===== config.mk =====
export PLATFORM = sky130hd
export DESIGN_NAME = input_conditioner
export DESIGN_NICKNAME = d
export VERILOG_FILES = /design/src/rtl/input_conditioner.sv
export SDC_FILE = /design/constraint.sdc
export NUM_CORES = 1
export LEC_CHECK = 0
export ABC_AREA = 1
export BUFFER_PORTS_ARGS = -buffer_cell sky130_fd_sc_hd__clkbuf_2
export CAP_MARGIN = 20
export CORE_MARGIN = 2
export CORE_UTILIZATION = 62
export DETAILED_ROUTE_END_ITERATION = 7
export GPL_TIMING_DRIVEN = 0
export PLACE_DENSITY = 0.83
export SYNTH_ARGS = -nofsm -noshare
export SYNTH_HDL_FRONTEND = slang
export SYNTH_SLANG_ARGS = --single-unit

===== constraint.sdc =====
create_clock -name clk -period 2.4 [get_ports clk]
set_input_delay 0.36 -clock clk [delete_from_list [all_inputs] [get_ports clk]]
set_output_delay 0.36 -clock clk [all_outputs]
set_load 0.1 [all_outputs]

===== src/rtl/input_conditioner.sv =====
// ---------------------------------------------------------------------------
// input_conditioner
//   Conditions the raw board inputs that feed multi_decade_counter. The two
//   pushbuttons are synchronized, debounced and edge-detected. A RUN press
//   toggles the run enable. A LOAD press captures the synchronized switches
//   and raises load_enable. load_enable stays high until the slow divided
//   clock cdone has completed a rising edge, so the cdone-clocked counter
//   cannot miss the request.
//
// Ports
//   clk           system clock
//   reset         synchronous, active-high reset
//   btn_run_raw   raw RUN pushbutton (asynchronous, active-high)
//   btn_load_raw  raw LOAD pushbutton (asynchronous, active-high)
//   sw_load_raw   raw 4-bit load-value switches (asynchronous)
//   cdone         divided clock, already registered in the clk domain
//   enable        run enable to the counter
//   load          captured load value to the counter
//   load_enable   load request to the counter
//   load_busy     high while a load request is outstanding
// ---------------------------------------------------------------------------
module input_conditioner #(
  parameter int DEBOUNCE_CYCLES = 1000000,  // must be >= 2
  parameter int CNT_W           = 20        // 2**CNT_W > DEBOUNCE_CYCLES
) (
  input  logic       clk,
  input  logic       reset,
  input  logic       btn_run_raw,
  input  logic       btn_load_raw,
  input  logic [3:0] sw_load_raw,
  input  logic       cdone,
  output logic       enable,
  output logic [3:0] load,
  output logic       load_enable,
  output logic       load_busy
);

  typedef enum logic [1:0] {
    IDLE,
    ARMED,
    HOLD
  } state_t;

  // Button index 0 is RUN, index 1 is LOAD.
  localparam int NBTN = 2;
  localparam int BTN_RUN  = 0;
  localparam int BTN_LOAD = 1;
  localparam logic [CNT_W-1:0] CNT_LAST = CNT_W'(DEBOUNCE_CYCLES - 1);

  logic [NBTN-1:0]  btn_raw;
  logic [NBTN-1:0]  btn_meta;
  logic [NBTN-1:0]  btn_sync;
  logic [NBTN-1:0]  stable;
  logic [NBTN-1:0]  stable_q;
  logic [NBTN-1:0]  press;
  logic [CNT_W-1:0] cnt [NBTN];
  logic [3:0]       sw_meta;
  logic [3:0]       sw_sync;
  logic             cdone_q;
  logic             rise;
  logic             capture;
  state_t           state;
  state_t           state_next;

  assign btn_raw = {btn_load_raw, btn_run_raw};

  // Two-flop synchronizers for the buttons and the switches. The switches
  // are not debounced; they are only sampled at the moment of a LOAD press.
  // NOTE: state registers use non-blocking (<=) assignments so every flop
  // samples the pre-edge value of its neighbours, independent of order.
  always_ff @(posedge clk) begin
    if (reset) begin
      btn_meta <= '0;
      btn_sync <= '0;
      sw_meta  <= '0;
      sw_sync  <= '0;
    end else begin
      btn_meta <= btn_raw;
      btn_sync <= btn_meta;
      sw_meta  <= sw_load_raw;
      sw_sync  <= sw_meta;
    end
  end

  // Debouncer: a synchronized level must differ from the accepted value for
  // DEBOUNCE_CYCLES consecutive cycles; any return to equality restarts it.
  // NOTE: the counter array is reset explicitly; it is a set of flops, not a
  // RAM, and a stale count after reset would shorten the first debounce.
  always_ff @(posedge clk) begin
    if (reset) begin
      stable   <= '0;
      stable_q <= '0;
      for (int i = 0; i < NBTN; i++) cnt[i] <= '0;
    end else begin
      stable_q <= stable;
      for (int i = 0; i < NBTN; i++) begin
        if (btn_sync[i] == stable[i]) begin
          cnt[i] <= '0;
        end else if (cnt[i] == CNT_LAST) begin
          stable[i] <= btn_sync[i];
          cnt[i]    <= '0;
        end else begin
          cnt[i] <= cnt[i] + CNT_W'(1);
        end
      end
    end
  end

  // One-cycle pulse on each debounced press; releases produce nothing.
  assign press = stable & ~stable_q;

  always_ff @(posedge clk) begin
    if (reset) cdone_q <= 1'b0;
    else       cdone_q <= cdone;
  end

  assign rise = cdone & ~cdone_q;

  always_ff @(posedge clk) begin
    if (reset) state <= IDLE;
    else       state <= state_next;
  end

  // Load handshake. A rise only counts in ARMED, so load_enable has been high
  // for at least one clk before the cdone edge the counter samples on. HOLD
  // exits on the registered cdone level, watching the fall through the same
  // flop that detected the rise.
  // NOTE: every output of this block gets a default first, so no path can
  // leave a signal unassigned and infer a latch.
  always_comb begin
    state_next = state;
    capture    = 1'b0;
    unique case (state)
      IDLE: begin
        if (press[BTN_LOAD]) begin
          capture    = 1'b1;
          state_next = ARMED;
        end
      end
      ARMED: begin
        if (rise) state_next = HOLD;
      end
      HOLD: begin
        if (!cdone_q) state_next = IDLE;
      end
      default: state_next = IDLE;
    endcase
  end

  // Registered outputs. Presses arriving in ARMED or HOLD do not capture, so
  // load keeps the value the counter is being asked to load.
  always_ff @(posedge clk) begin
    if (reset) begin
      enable      <= 1'b0;
      load        <= '0;
      load_enable <= 1'b0;
      load_busy   <= 1'b0;
    end else begin
      if (press[BTN_RUN]) enable <= ~enable;
      if (capture)        load   <= sw_sync;
      load_enable <= (state_next != IDLE);
      load_busy   <= (state_next != IDLE);
    end
  end

endmodule


==> results of run 1 <==
[cell type report]
cell class,instances,area [um^2]
Sequential cell,65,1700
Clock buffer,11,153
Tap cell,70,87.6
Buffer,6,56.3
Timing Repair Buffer,14,70.1
Multi-Input combinational cell,323,1500
Fill cell,387,1330
Inverter,47,179
Clock inverter,5,37.5
[cells by family (layout without fill, tap and decap cells)]
group,after synthesis,count (layout),share of synthesized area
compound gates,28,28,0.0446
xor+xnor,21,21,0.0560
fa+ha+maj,2,2,0.00761
buf+inv,53,83,0.0716
flops,65,65,0.518
other cells,1,40,0.00114
simple gates,232,232,0.301
[sequential cells by signal, summed over array words and instances (netlist names)]
signal and count:
stable 2, load 4, cnt 40, state 2, sw_sync 4, enable 1
btn_meta 2, sw_meta 4, cdone_q 1, btn_sync 2, load_busy 1, stable_q 2
[worst max-delay path: stages (launching register included)]
cell and delay [ns]:
sky130_fd_sc_hd__edfxtp_1 0.45, sky130_fd_sc_hd__ha_1 0.24, sky130_fd_sc_hd__nand3_2 0.13, sky130_fd_sc_hd__nor2_1 0.22, sky130_fd_sc_hd__nand3_2 0.16, sky130_fd_sc_hd__nand2_4 0.16, sky130_fd_sc_hd__buf_6 0.16, sky130_fd_sc_hd__nor2_1 0.05
[power breakdown]
part	leakage (nW)	internal, mW	switching (mW)
Combinational	0.820	0.0381	0.0639
Clock	0.0989	0.442	0.432
Sequential	0.617	1.22	0.0364
Total	1.54	1.70	0.532
[placed cells by master, fill, tap and decap left out, drive strengths merged]
master and n:
o21ai 10, xor2 11, and2 2, nor2 112
clkinv 4, or2 6, clkbuf 26, a21oi 17
nand2 82, dfxtp 25, conb 40, edfxtp 40
nand4 7, buf 5, xnor2 10, inv 48
nand3 22, nand3b 1, ha 2, o21bai 1
[path summary, 6_finish.rpt]
path                  startpoint         end  slack [ns]
setup reg to reg       cnt[0][0]  cnt[0][16]        0.58
setup / recovery       cnt[0][0]  cnt[0][16]        0.58
hold / removal    sw_load_raw[1]  sw_meta[1]        0.19
hold reg to reg       sw_meta[3]  sw_sync[3]        0.40
[layer usage]
layer  vias to the layer above  global-route usage
li1                       1361                   -
met1                      1190               0.282
met2                        62               0.361
met3                        17              0.0647
met4                         0               0.118
met5                         -                   0
[stage by stage]
stage | util | instances
after global placement | 0.703 | 525
final | 0.740 | 541
after CTS | 0.740 | 541
after global routing | 0.740 | 541
after detailed placement | 0.703 | 525
after floorplan | - | 441
==> out/metrics.cfg, run 1 <==
[global_routing]
first_global_vias=2501
global_route.overflow_total=0
initial_antenna_violation_count=0
largest_net_degree_at_the_start_of_global_routing=13
grt_first_pass_wirelength_um=10500
globalRouteTotalUtil=0.227

[placement]
placedInstanceArea_um2=3590
pre_cts_ws_ns=0.585
io_buffer_count=14
dp_hpwl_um=4320
gp_routability_congestion=0.902

[power]
power_per_unit_of_standard_cell_area_nw_per_um2=591
cellLeakagePower_nw=1.54
total_power_mw=2.23
highest_ir_drop_seen_on_vdd_v=0.000412

[die]
die_width_um=76.8
floorplan.rows=26
die_h_um=76.8
design.portCount=16
floorplan.core_area_um2=5110
start_util=0.643
design.die.area_um2=5900

[detailed_routing]
met3RoutedLength_um=243
ant_nets=0
viasPerCell=4.86
vias=2630
detailedRoute.firstPassIterationCount=5
total_wirelength_of_the_detailed_routed_design_um=5900
drcViolationCount=0
wire_per_inst_um=10.9
wl_met1_um=2730
top_signal_layer_used=met4
met2_wirelength_um=2780
initialDrtViolationCount=241

[clocking]
cts-resized-gates=0
register_clock_pin_slew_on_the_reported_worst_setup_and_hold_paths_ns=0.07
clock-root-buffer=sky130_fd_sc_hd__clkbuf_8
clk_latency_ns=0.34
post-cts-setup-buffer-count=0
cts-htree-levels=3
max-clock-path-buffers=2
cts_tree=yes
cts.hold.buffers_added=0
total_clock_buffers_created_by_cts=9
clkSinkCount=65

[timing]
count_of_endpoints_failing_hold_in_the_final_timing_report=0
finalWorstPathRequiredPeriod_ns=1.82
setup_repair_after_global_routing_missed_its_margin=false
worstMarginPinSlew_ns=0.543
finalSetupViolations=0
fin_crit_share=0.757
hold_slack_ns=0.194
final.setup.tns_ns=0
timing_max_transition_violations_final=0
post-route-worst-setup-slack_ns=0.584
achievable-frequency_ghz=0.551
worst_slew_margin_relative_to_its_limit=0.640
finClkSkew_ns=0.00695

[synthesis]
biggest_area_consumer_among_synthesized_cells=sky130_fd_sc_hd__edfxtp_1
synth_flop_cell=sky130_fd_sc_hd__edfxtp_1
synth_area_um2=3290
post_synth_most_frequent_cells=sky130_fd_sc_hd__nor2_1, sky130_fd_sc_hd__nand2_1, sky130_fd_sc_hd__inv_1
syn_avg_cell_area_um2=8.17
async_reset_ff_frac=0
synthTopCellsByArea=sky130_fd_sc_hd__edfxtp_1, sky130_fd_sc_hd__dfxtp_1, sky130_fd_sc_hd__nor2_1, sky130_fd_sc_hd__nand2_1, sky130_fd_sc_hd__inv_1
synthDominantCellAreaShare=0.366
synthesis.yosys.warnings=0
number_of_distinct_standard_cells_referenced_by_the_synthesized_netlist=28
netlist_instances=402
synth-seq-area-share=0.518
number_of_enable_type_register_cells_in_the_synthesized_netlist=40
post-synth-top-count-cell=sky130_fd_sc_hd__nor2_1
ys_seq_elements=65

[finish]
fraction_of_layout_cells_with_a_size_suffix_above_1=0.104
diodes=0
area.growth.synth_to_final_pct=15.0
net_total_in_the_final_layout=477
finish.instance_area_um2=3780

[worst_setup_path]
critical_path.endpoint_type=flop
worst_r2r_path_depth=7
endpoint_arrival_time_on_the_critical_path_ns=1.91
critical_path_peak_fanout=10
required_ns=2.50
criticalPathCategory=reg -> reg
critPathLaunchType=flop

[worst_hold_path]
hold_path_depth=3
hold_class=in -> reg

[flow_run]
cap_viol_max_count=0

[outcome]
outcome=finished clean

Power figures use the tool's default switching activity.
==> run 2: changes to the inputs <==
--- a/config.mk
+++ b/config.mk
@@ -9,10 +9,10 @@
 export BUFFER_PORTS_ARGS = -buffer_cell sky130_fd_sc_hd__clkbuf_2
 export CAP_MARGIN = 20
 export CORE_MARGIN = 2
-export CORE_UTILIZATION = 62
+export CORE_UTILIZATION = 55
 export DETAILED_ROUTE_END_ITERATION = 7
 export GPL_TIMING_DRIVEN = 0
-export PLACE_DENSITY = 0.83
+export PLACE_DENSITY = 0.78
 export SYNTH_ARGS = -nofsm -noshare
 export SYNTH_HDL_FRONTEND = slang
 export SYNTH_SLANG_ARGS = --single-unit
==> constraint.sdc (replaced) <==
create_clock -name clk -period 1.5 [get_ports clk]
set_input_delay 0.225 -clock clk [delete_from_list [all_inputs] [get_ports clk]]
set_output_delay 0.225 -clock clk [all_outputs]
set_load 0.1 [all_outputs]
==> out/metrics.cfg, run 2 (same netlist as run 1, synthesis figures left out) <==
[outcome]
outcome=finished with violations  ; was finished clean
failed_checks=negative setup slack

[timing]
setup_repair_after_global_routing_missed_its_margin=true  ; was false
finalWorstPathRequiredPeriod_ns=1.60  ; was 1.82 ns
finClkSkew_ns=0.00991  ; was 0.00695 ns
count_of_endpoints_failing_hold_in_the_final_timing_report=0  ; unchanged
worst_slew_margin_relative_to_its_limit=0.627  ; was 0.640
final.setup.tns_ns=-2.70  ; was 0 ns
worstMarginPinSlew_ns=0.562  ; was 0.543 ns
timing_max_transition_violations_final=0  ; unchanged
achievable-frequency_ghz=0.625  ; was 0.551 GHz
finalSetupViolations=39  ; was 0
post-route-worst-setup-slack_ns=-0.100  ; was 0.584 ns
hold_slack_ns=0.0433  ; was 0.194 ns
fin_crit_share=1.07  ; was 0.757

[finish]
final_util=0.738  ; was 0.740
net_total_in_the_final_layout=507  ; was 477
fraction_of_layout_cells_with_a_size_suffix_above_1=0.269  ; was 0.104
registers.top_by_ff_count=cnt  ; unchanged
diodes=0  ; unchanged
final_common_cell=sky130_fd_sc_hd__nand2_1  ; was sky130_fd_sc_hd__nor2_1
finish.instance_area_um2=4320  ; was 3780 um^2
layoutNonFillerInstCount=576  ; was 541
area.growth.synth_to_final_pct=31.4  ; was 15.0%
mostFrequentLayoutCells=sky130_fd_sc_hd__nand2_1, sky130_fd_sc_hd__nor2_1, sky130_fd_sc_hd__inv_1, sky130_fd_sc_hd__edfxtp_1, sky130_fd_sc_hd__conb_1  ; was sky130_fd_sc_hd__nor2_1, sky130_fd_sc_hd__nand2_1, sky130_fd_sc_hd__inv_1, sky130_fd_sc_hd__edfxtp_1, sky130_fd_sc_hd__conb_1
largest_reg_flops=40  ; unchanged

[placement]
place.detailed.instances=530  ; was 525
pre_cts_ws_ns=-0.287  ; was 0.585 ns
dp_hpwl_um=4390  ; was 4320 um
io_buffer_count=14  ; unchanged
placedInstanceArea_um2=3620  ; was 3590 um^2
gp_routability_congestion=0.904  ; was 0.902

[clocking]
total_clock_buffers_created_by_cts=9  ; unchanged
clk_latency_ns=0.36  ; was 0.34 ns
cts.hold.buffers_added=0  ; unchanged
cts-htree-levels=3  ; unchanged
max-clock-path-buffers=2  ; unchanged
cts_tree=yes  ; unchanged
clock-root-buffer=sky130_fd_sc_hd__clkbuf_8  ; unchanged
register_clock_pin_slew_on_the_reported_worst_setup_and_hold_paths_ns=0.08  ; was 0.07 ns
clkSinkCount=65  ; unchanged

[worst_setup_path]
criticalPathCategory=reg -> reg  ; unchanged
endpoint_arrival_time_on_the_critical_path_ns=1.71  ; was 1.91 ns
critPathLaunchType=flop  ; unchanged
critical_path.endpoint_type=flop  ; unchanged
required_ns=1.61  ; was 2.50 ns
critical_path_peak_fanout=5  ; was 10

[global_routing]
largest_net_degree_at_the_start_of_global_routing=15  ; was 13
initial_antenna_violation_count=0  ; unchanged
grt_first_pass_wirelength_um=11000  ; was 10500 um
globalRouteTotalUtil=0.222  ; was 0.227
first_global_vias=2519  ; was 2501
global_route.overflow_total=0  ; unchanged

[detailed_routing]
vias=2821  ; was 2630
initialDrtViolationCount=158  ; was 241
drcViolationCount=0  ; unchanged
detailedRoute.firstPassIterationCount=5  ; unchanged
wire_per_inst_um=12.9  ; was 10.9 um
viasPerCell=4.90  ; was 4.86
ant_nets=0  ; unchanged
total_wirelength_of_the_detailed_routed_design_um=7450  ; was 5900 um

[power]
total_power_mw=3.76  ; was 2.23 mW
power_per_unit_of_standard_cell_area_nw_per_um2=871  ; was 591 nW/um^2
cellLeakagePower_nw=1.71  ; was 1.54 nW
highest_ir_drop_seen_on_vdd_v=0.000738  ; was 0.000412 V

[die]
design.die.area_um2=6610  ; was 5900 um^2
floorplan.rows=28  ; was 26
start_util=0.562  ; was 0.643
die_width_um=81.3  ; was 76.8 um
floorplan.core_area_um2=5850  ; was 5110 um^2
design.portCount=16  ; unchanged
die_h_um=81.3  ; was 76.8 um

[flow_run]
cap_viol_max_count=0  ; unchanged

[worst_hold_path]
hold_class=in -> reg  ; unchanged

-- run 2: changes by cell type in the layout (fill, tap and decap cells not counted), sizes merged --
cell,delta
buf,+29
clkinv,-4
inv,+5
-- run 2: what timing repair did --
item,4_1_cts,5_1_grt
endpoints found under the setup margin,40,40
resized for setup,21,56
gates cloned,2,1
pin swaps,7,14
buffers inserted,12,15
-- run 2: final cells by class --
type / instances / area (um^2)
inverters: 47 / 184
plain buffers: 6 / 60.1
multi-input cells: 323 / 1750
fillers: 410 / 1530
repair buffers: 44 / 328
well taps: 75 / 93.8
clock inverters: 6 / 50.0
flip-flops and latches: 65 / 1700
clock buffers: 10 / 149
-- run 2: routing by layer --
metal / track usage / vias to the layer above / part of all wire / wire length, um
met5: 0 / - / 0 / 0
met4: 0.124 / 0 / 0.030 / 222
met3: 0.0411 / 25 / 0.040 / 298
met2: 0.375 / 71 / 0.52 / 3860
met1: 0.264 / 1301 / 0.41 / 3070
li1: - / 1424 / - / -
-- run 2: report_power, final --
group          internal [mW]  switching (mW)
clock                  0.730           0.778
sequential              1.96          0.0581
combinational         0.0966           0.139
total                   2.78           0.975
-- run 2: worst paths after layout --
path	startpoint	endpoint	slack (ns)	cells after the start
setup reg to reg	cnt[1][1]	cnt[1][3]	-0.10	9
setup / recovery	cnt[1][1]	cnt[1][3]	-0.10	9
hold / removal	sw_load_raw[2]	sw_meta[2]	0.04	3
hold reg to reg	btn_meta[1]	btn_sync[1]	0.41	2
-- run 2: worst max-delay path, stage by stage (launching register included) --
cell and delay [ns]:
sky130_fd_sc_hd__edfxtp_1 0.40, sky130_fd_sc_hd__ha_4 0.17, sky130_fd_sc_hd__inv_4 0.04, sky130_fd_sc_hd__nor2_4 0.14, sky130_fd_sc_hd__nand2_4 0.08, sky130_fd_sc_hd__nor2_4 0.13, sky130_fd_sc_hd__nand3_4 0.09, sky130_fd_sc_hd__nand2_4 0.12
sky130_fd_sc_hd__buf_6 0.14, sky130_fd_sc_hd__nor2_1 0.05
